### config.mk
export PLATFORM = sky130hd
export DESIGN_NAME = serial_abs_sub
export DESIGN_NICKNAME = d
export VERILOG_FILES = /design/src/rtl/serial_abs_sub.sv
export SDC_FILE = /design/constraint.sdc
export NUM_CORES = 1
export LEC_CHECK = 0
export BUFFER_PORTS_ARGS = -buffer_cell sky130_fd_sc_hd__buf_4
export CAP_MARGIN = 10
export CORE_ASPECT_RATIO = 1.4
export CORE_MARGIN = 1.5
export CORE_UTILIZATION = 43
export DETAILED_ROUTE_END_ITERATION = 6
export GPL_ROUTABILITY_DRIVEN = 0
export PLACE_DENSITY_LB_ADDON = 0.1
export SLEW_MARGIN = 40
export SYNTH_ARGS = -nofsm -noshare
export SYNTH_HDL_FRONTEND = slang
export SYNTH_SLANG_ARGS = --single-unit
### constraint.sdc
create_clock -name clk -period 2.78 [get_ports clk]
set_clock_uncertainty 0.05 [all_clocks]
set_input_delay 0.139 -clock clk [delete_from_list [all_inputs] [get_ports clk]]
set_output_delay 0.139 -clock clk [all_outputs]
set_load 0.02 [all_outputs]
### src/rtl/serial_abs_sub.sv
// Bit-serial absolute difference |a - b| with a sign flag.
// The subtraction runs LSB first through a single 1-bit full subtractor.
// A final borrow means the raw result is negative, so a second serial pass
// computes 0 - result to recover the magnitude.
module serial_abs_sub #(
    parameter int WIDTH = 8
) (
    input  logic             clk,
    input  logic             rst,
    input  logic             start,
    input  logic [WIDTH-1:0] a,
    input  logic [WIDTH-1:0] b,
    output logic             busy,
    output logic             done,
    output logic [WIDTH-1:0] diff,
    output logic             neg
);

    localparam int CW = $clog2(WIDTH + 1);

    typedef enum logic [1:0] {IDLE, SUB, NEG, DONE} state_t;

    state_t           state, state_nxt;
    logic [WIDTH-1:0] sa, sb, res, res_nxt;
    logic [CW-1:0]    cnt;
    logic             bw;
    logic             x, y, d, bout;
    logic             last_bit;

    // Returns {borrow_out, difference_bit} for x - y - bin.
    function automatic logic [1:0] full_sub(input logic xi, input logic yi, input logic bin);
        return {(~xi & yi) | (~(xi ^ yi) & bin), xi ^ yi ^ bin};
    endfunction

    assign last_bit     = (cnt == CW'(WIDTH - 1));
    assign {bout, d}    = full_sub(x, y, bw);
    // The result register doubles as the operand in NEG: bits leave at the
    // LSB while new bits enter at the MSB, so after WIDTH shifts it holds 0 - res.
    assign res_nxt      = {d, res[WIDTH-1:1]};

    // State register.
    always_ff @(posedge clk) begin
        if (rst) state <= IDLE;
        else     state <= state_nxt;
    end

    // Next-state logic, status outputs and subtractor operand selection.
    always_comb begin
        state_nxt = state;
        busy      = 1'b0;
        done      = 1'b0;
        x         = 1'b0;
        y         = 1'b0;
        case (state)
            IDLE: if (start) state_nxt = SUB;
            SUB: begin
                busy = 1'b1;
                x    = sa[0];
                y    = sb[0];
                if (last_bit) state_nxt = bout ? NEG : DONE;
            end
            NEG: begin
                busy = 1'b1;
                y    = res[0];
                if (last_bit) state_nxt = DONE;
            end
            DONE: begin
                done      = 1'b1;
                state_nxt = IDLE;
            end
            default: state_nxt = IDLE;
        endcase
    end

    // Serial datapath; diff/neg are updated on entry to DONE so they are
    // valid during the done pulse and otherwise hold their previous values.
    always_ff @(posedge clk) begin
        if (rst) begin
            sa   <= '0;
            sb   <= '0;
            res  <= '0;
            bw   <= 1'b0;
            cnt  <= '0;
            diff <= '0;
            neg  <= 1'b0;
        end else begin
            case (state)
                IDLE: begin
                    if (start) begin
                        sa  <= a;
                        sb  <= b;
                        res <= '0;
                        bw  <= 1'b0;
                        cnt <= '0;
                    end
                end
                SUB: begin
                    sa  <= sa >> 1;
                    sb  <= sb >> 1;
                    res <= res_nxt;
                    if (last_bit) begin
                        bw  <= 1'b0;
                        cnt <= '0;
                        if (!bout) begin
                            diff <= res_nxt;
                            neg  <= 1'b0;
                        end
                    end else begin
                        bw  <= bout;
                        cnt <= cnt + CW'(1);
                    end
                end
                NEG: begin
                    res <= res_nxt;
                    if (last_bit) begin
                        bw   <= 1'b0;
                        cnt  <= '0;
                        diff <= res_nxt;
                        neg  <= 1'b1;
                    end else begin
                        bw  <= bout;
                        cnt <= cnt + CW'(1);
                    end
                end
                default: ;
            endcase
        end
    end

endmodule
# Yosys cells after proc, flatten, opt, wreduce, memory -nomap -nowiden
# Cells that the tools add are included.
# W data, S select, Z words.
# totals
reg_bits	40
in_bits	19
output_inout_bits	11
wordCells	62
# classes
addsub	1
n_eq_ne	8
n_mux	29
n_bitwise	7
reduce_logical	9
# ops
operator	count
$pmux W8 S2	4
$mux W8	6
$mux W1	9
$mux W4	2
$ne A2 B2 Y1 const B	4
$pmux W2 S4	1
$pmux W4 S2	1
$mux W2	3
$pmux W1 S2	3
$reduce_bool A2 Y1	3
$add A4 B1 Y4 const B	1
$eq A2 B2 Y1 const B	2
$eq A4 B3 Y1 const B	1
$reduce_and A2 Y1	2
$reduce_and A4 Y1	1
$reduce_and A3 Y1	1
$and A1 B1 Y1	2
$eq A2 B1 Y1 const B	1
$logic_not A2 Y1	1
$not A1 Y1	2
$reduce_or A2 Y1	1
$xor A1 B1 Y1	2
$or A1 B1 Y1	1

# Longest topological paths before layout
# Gate-level depths: netlist of the first run.
# depth
word_depth	9
depth_mapped	11
depth_no_buf	8

# Least setup slack after synthesis of the first run
# OpenSTA, ideal clock, no wires.
# synth_timing
path_type	reg2reg
startpoint	register state[0]
endpoint	register diff[0]
setup_time_ns	0.132
arrival_time_ns	2.296
required_time_ns	2.598
setup_slack_ns	0.302
stages_incl_launch_ff	10
period_less_slack_ns	2.478
cell_sequence	dfxtp_1 > inv_1 > ha_1 > buf_2 > nor2b_1 > fa_1 > and2_1 > clkbuf_1 > o31ai_1 > a21oi_1
# synth_between
elab_chain_len	8
word_cells_on_any_way	16
# synth_lines
element	line	source
from (decl)	23	state_t state, state_nxt;
from (signal assigned)	44	else state <= state_nxt;
$eq A2 B2 Y1 / $eq A2 B1 Y1 (equally long branches)	54, 87	
$pmux W1 S2 / $mux W1 (equally long branches)	54	case (state)
$xor A1 B1 Y1	32	return {(~xi & yi) | (~(xi ^ yi) & bin), xi ^ yi ^ bin};
$not A1 Y1	32	
$and A1 B1 Y1	32	
$or A1 B1 Y1	32	
$ne A2 B2 Y1 (no line)	-	
$reduce_and A4 Y1 (no line)	-	
to (signal assigned)	105	diff <= res_nxt;
to (signal assigned)	118	diff <= res_nxt;
to (decl)	15	output logic [WIDTH-1:0] diff,
# Several ways; a longest one is shown, not always the timed one.
# A chain may end at the register's enable or synchronous reset.

# Final worst setup path of the first run
# layout_timing
startpoint	register state[0]
endpoint	register diff[2]
# Same word-level chain as after synthesis.

==> summary.md, run 1 <==
| Metric | Value |
|---|---|
| Prevailing post-synth register cell | `dfxtp_1` |
| Mapped Nets | `223` |
| Sw frac | `38.5%` |
| # resized after CTS | `0` |
| VDD IR max | `340 uV` |
| Crit Path Max Fanout | `9` |
| Root buf cell | `clkbuf_8` |
| Vias in the first global route | `1463` |
| HP Class | `input pin to register` |
| Initial antenna violation count | `0` |
| Final wirelength | `4.07 mm` |
| Setup_tns | `0 ps` |
| Commonest cells after routing, fill and taps aside | `dfxtp_1, buf_4, nor2_1, mux2i_1, a211oi_2` |
| P_leak | `0.835 nW` |
| Core area | `4310 um^2` |
| Netlist Area Pre-Place | `1950 um^2` |
| Antenna Nets Post-Route | `0` |
| Via count | `1562` |
| Netlist cell types | `36` |
| Grt peak-use layer | `met2` |
| Gate power share | `42.6%` |
| DR iter-0 viols | `73` |
| Fmax | `432 MHz` |
| Fraction of layout cells with a size suffix above 1 | `25.7%` |
| Period utilization | `83.4%` |
| Die X | `60.0 um` |
| Boundary Pins | `30` |
| Slew of the pin with the lowest slew margin | `692 ps` |
| Number of max-cap violations | `0` |
| # rows | `28` |
| Final net count | `243` |
| Clk_lat worst skew | `290 ps` |
| Die area | `4960 um^2` |
| Initial core utilization | `45.3%` |
| Post-synthesis async set-or-reset flop share | `0%` |
| GRT met3 Usage | `4.36%` |
| Cells after synthesis | `198` |
| Met2 Track Usage GR | `32.6%` |
| Routed length per instance | `14.6 um` |
| Area growth, synth to finish | `15.2%` |
| CP required | `2890 ps` |
| # placed instances | `271` |
| # port buffers | `29` |
| RSZ-0062 raised after global routing | `no` |
| GR Util met1 | `19.2%` |
| Internal | `1.24 mW` |
| DRC Markers | `0` |
| Switching pwr | `775 uW` |
| H-tree depth | `2` |
| Largest net degree at the start of global routing | `43` |
| DR pass1 iterations | `4` |
| Vias per cell | `5.62` |
| Final max-slew violation count | `0` |
| All-layer global routing usage | `17.8%` |
| Die height | `82.7 um` |
| First-pass GRT wire length | `6.58 mm` |
| CTS hold repair buffers | `0` |
| Status | `finished clean` |
| Worst Path Arrival | `2430 ps` |
| Cts bufs inserted | `5` |
| Ant. Diodes | `0` |
| Min Tclk post-route | `2320 ps` |
| Yosys warns | `0` |
| Hpwl dp | `2.86 mm` |
| Sequential fraction of the synthesis area | `41.0%` |
| Clock transition at path regs | `70 ps` |
| Clock Tree Buf Depth | `2` |
| Finished Layout Cells | `278` |
| Final Hold Vio Count | `0` |
| Sink Count | `40` |
| Kind of end point of the critical path | `register` |
| CTS tree | `built` |
| Synthesized flop and latch total | `40` |
| P per Cell Area | `894 nW/um^2` |
| Sequential power share | `37.1%` |
| Post-synth EDFFs | `0` |
| GRT overflow | `0` |
| Clk pwr share | `20.3%` |
| Critical path class | `register to register` |
| Syn avg cell area | `9.86 um^2` |
| Most common cell after layout, fill and taps aside | `dfxtp_1` |
| Slew headroom | `53.7%` |
| Final setup vio count | `0` |
| Postcts setup bufs | `0` |
| Setup crit start kind | `register` |
cells in the mapped netlist, types with 2 or more instances:
master / n / area share [%]
a211oi_2: 14 / 9.0
a21oi_1: 11 / 2.8
a22oi_1: 3 / 1.2
a31oi_1: 2 / 0.64
a32oi_1: 9 / 4.0
and3b_1: 2 / 0.90
buf_2: 8 / 2.1
buf_4: 2 / 0.77
buf_6: 3 / 1.7
clkbuf_1: 5 / 0.96
dfxtp_1: 40 / 41
ha_1: 5 / 3.2
inv_1: 4 / 0.77
mux2i_1: 16 / 8.2
nand2_1: 5 / 0.96
nand2b_1: 6 / 1.9
nand3_1: 2 / 0.51
nand3b_1: 2 / 0.77
nand4_1: 10 / 3.2
nor2_1: 26 / 5.0
o31ai_1: 8 / 3.1
per-layer routing:
metal	wire length, um	part of all wire (%)
met5	0	0
met4	55	1.4
met3	177	4.3
met2	2230	55
met1	1610	40
state kept, by name (all words and copies together), names as in the netlist:
signal,cells
sb,8
res,8
bw,1
cnt,4
diff,8
sa,8
state,2
neg,1
power by group through the flow:
| stage | clock network [mW] | registers [mW] | logic (mW) |
|---|---|---|---|
| after floorplan | 0 | 0.739 | 0.777 |
| after global placement | 0 | 0.756 | 0.839 |
| after detailed placement | 0 | 0.761 | 0.866 |
| after CTS | 0.425 | 0.749 | 0.868 |
| after global routing | 0.447 | 0.760 | 0.946 |
| final | 0.409 | 0.747 | 0.857 |
path summary, 6_finish.rpt:
check,start,endpoint,slack [ps],depth (start not counted)
max,state[0],diff[2],460,8
min,b[7],sb[7],40,3
max reg2reg,state[0],diff[2],460,8
min reg2reg,bw,bw,420,2
stage by stage:
| step | hold WS, ps | setup slack (ps) | total power [mW] | util (%) | instance area [um^2] |
|---|---|---|---|---|---|
| CTS | 40.0 | 474 | 2.04 | 52.2 | 2250 |
| global placement | 339 | 646 | 1.59 | 50.0 | 2150 |
| detailed placement | 342 | 491 | 1.63 | 50.0 | 2150 |
| global route | 55.7 | 251 | 2.15 | 52.2 | 2250 |
| finish | 42.6 | 463 | 2.01 | 52.2 | 2250 |
| floorplan | 237 | 302 | 1.52 | - | 1950 |
cell families (layout without fill, tap and decap cells):
group	count (synthesis)	count (layout)	share of synthesized area (%)
buffers and inverters	22	42	6.28
AOI/OAI and AO/OA	52	52	22.6
DFF	40	40	41.0
and+or+nand+nor	60	60	15.8
adders and majority gates	6	6	4.23
muxes	18	18	10.1
layout make-up:
class                      count  area, um^2
clock buffer                   7        96.3
inverter                       4        15.0
tap                           60        75.1
sequential                    40         801
fill                         427        2060
multi-input combinational    136        1030
timing repair buffer          31         233
critical path: stages (launching register included):
cell	delay [ps]
dfxtp_1	390
inv_1	100
ha_1	250
a22oi_1	200
nor2b_1	90
fa_1	450
and2_1	300
o31ai_1	270
a21oi_1	100
(Power assumes the default switching activity.)
==> run 2: changes to the inputs <==
==> constraint.sdc (replaced) <==
create_clock -name clk -period 2.4 [get_ports clk]
set_clock_uncertainty 0.05 [all_clocks]
set_input_delay 0.12 -clock clk [delete_from_list [all_inputs] [get_ports clk]]
set_output_delay 0.12 -clock clk [all_outputs]
set_load 0.02 [all_outputs]
==> run 2 against run 1 <==
  * Sequential power is 16% higher
  * Highest routed layer unchanged
  * Fmax is 3.4% higher
  * Final cell count is 1.1% higher
  * Combinational power is 21% higher
  * Global-route usage is 0.25 points higher
  * Clock power is 13% higher
  * Sequential share of layout area is 0.33 points lower
  * Routed wire length is 4.8% higher
==> summary.md, run 2 (synthesized netlist as in run 1, its figures left out) <==
| Metric | Value |
|---|---|
| Number of max-cap violations | `0` |
| Commonest cells after routing, fill and taps aside | `dfxtp_1, buf_4, nor2_1, mux2i_1, a211oi_2` |
| DR iter-0 viols | `65` |
| P_leak | `0.846 nW` |
| Crit Path Max Fanout | `9` |
| Fraction of layout cells with a size suffix above 1 | `28.1%` |
| Clock transition at path regs | `80 ps` |
| # rows | `28` |
| Slew headroom | `62.3%` |
| Most common cell after layout, fill and taps aside | `dfxtp_1` |
| P per Cell Area | `1050 nW/um^2` |
| R2R Path End | `diff[0]` |
| Kind of end point of the critical path | `register` |
| Cts bufs inserted | `5` |
| Ant. Diodes | `0` |
| R2R depth | `8` |
| Min Tclk post-route | `2240 ps` |
| Initial core utilization | `45.3%` |
| Routed length per instance | `15.2 um` |
| Largest net degree at the start of global routing | `43` |
| Slew of the pin with the lowest slew margin | `565 ps` |
| HP Class | `input pin to register` |
| DRC Markers | `0` |
| Root buf cell | `clkbuf_8` |
| Vias per cell | `5.72` |
| CP required | `2520 ps` |
| Die area | `4960 um^2` |
| Area growth, synth to finish | `16.3%` |
| First-pass GRT wire length | `6.64 mm` |
| R2R Setup Slk | `160 ps` |
| Boundary Pins | `30` |
| CTS tree | `built` |
| Status | `finished clean` |
| Clk_lat worst skew | `290 ps` |
| # port buffers | `29` |
| Sink Count | `40` |
| # placed instances | `273` |
| Setup crit start kind | `register` |
| H-tree depth | `2` |
| Final wirelength | `4.27 mm` |
| Final max-slew violation count | `0` |
| Hold WS | `18.6 ps` |
| Core area | `4310 um^2` |
| Die X | `60.0 um` |
| Initial antenna violation count | `0` |
| Fmax | `446 MHz` |
| Clock Tree Buf Depth | `2` |
| Final Hold Vio Count | `0` |
| VDD IR max | `406 uV` |
| Via count | `1606` |
| CP Launch Point | `state[0]` |
| CTS hold repair buffers | `0` |
| Final net count | `245` |
| DR pass1 iterations | `4` |
| Hpwl dp | `2.99 mm` |
| Vias in the first global route | `1527` |
| Worst Path Arrival | `2360 ps` |
| Critical path class | `register to register` |
| Die height | `82.7 um` |
| Finished Layout Cells | `281` |
| Reg2Reg Launch Point | `state[0]` |
| All-layer global routing usage | `18.0%` |
| RSZ-0062 raised after global routing | `no` |
| Final setup vio count | `0` |
| Antenna Nets Post-Route | `0` |
| Period utilization | `93.4%` |
| GRT overflow | `0` |
| Worst Setup EP | `diff[0]` |
| Setup_tns | `0 ps` |
run 2: critical path, stage by stage, from the launching register on:
cell and delay [ps]:
dfxtp_1 390, inv_1 100, ha_1 260, a22oi_1 200, nor2b_1 100, fa_1 450
and2_4 220, o31ai_1 240, a21oi_1 110
run 2: report_power, final:
group	internal, mW	leakage [nW]	switching (mW)
sequential	0.786	0.326	0.0834
clock	0.229	0.0510	0.233
combinational	0.420	0.469	0.623
run 2: cell type report:
cell class | instances | area, um^2
clock buffer | 6 | 82.6
tap | 60 | 75.1
multi-input combinational | 136 | 1040
timing repair buffer | 33 | 248
inverter | 4 | 15.0
sequential | 40 | 801
fill | 425 | 2040
clock inverter | 2 | 10.0
run 2: how the worst min path moves through the flow:
stage               cells after the start     to  start  slack, ps
floorplan                               2  sa[7]   a[7]        220
global placement                        3  sa[7]   a[7]        320
detailed placement                      3  sa[7]   a[7]        320
CTS                                     3  sa[7]   a[7]         10
global route                            3  sa[7]   a[7]         30
finish                                  3  sa[7]   a[7]         20
run 2: routing by layer:
| layer | vias to the layer above | global-route usage, % | wire (um) |
|---|---|---|---|
| met5 | - | 0 | 0 |
| met4 | 0 | 9.56 | 138 |
| met3 | 14 | 4.98 | 188 |
| met2 | 43 | 33.0 | 2190 |
| met1 | 772 | 17.9 | 1750 |
| li1 | 777 | - | - |
run 2: timing repair:
action | CTS | global route
resized for setup | 0 | 3
setup buffers | 0 | 0
setup endpoints to repair | 0 | 8
run 2: per-stage QoR:
step / util (%) / area (um^2) / total power, mW / setup slack [ps]
after floorplan: - / 1960 / 1.76 / 18.9
after global placement: 50.4 / 2170 / 1.88 / 257
after detailed placement: 50.4 / 2170 / 1.93 / 66.2
after CTS: 52.5 / 2260 / 2.40 / 48.3
after global routing: 52.7 / 2270 / 2.53 / 43.7
final: 52.7 / 2270 / 2.37 / 160
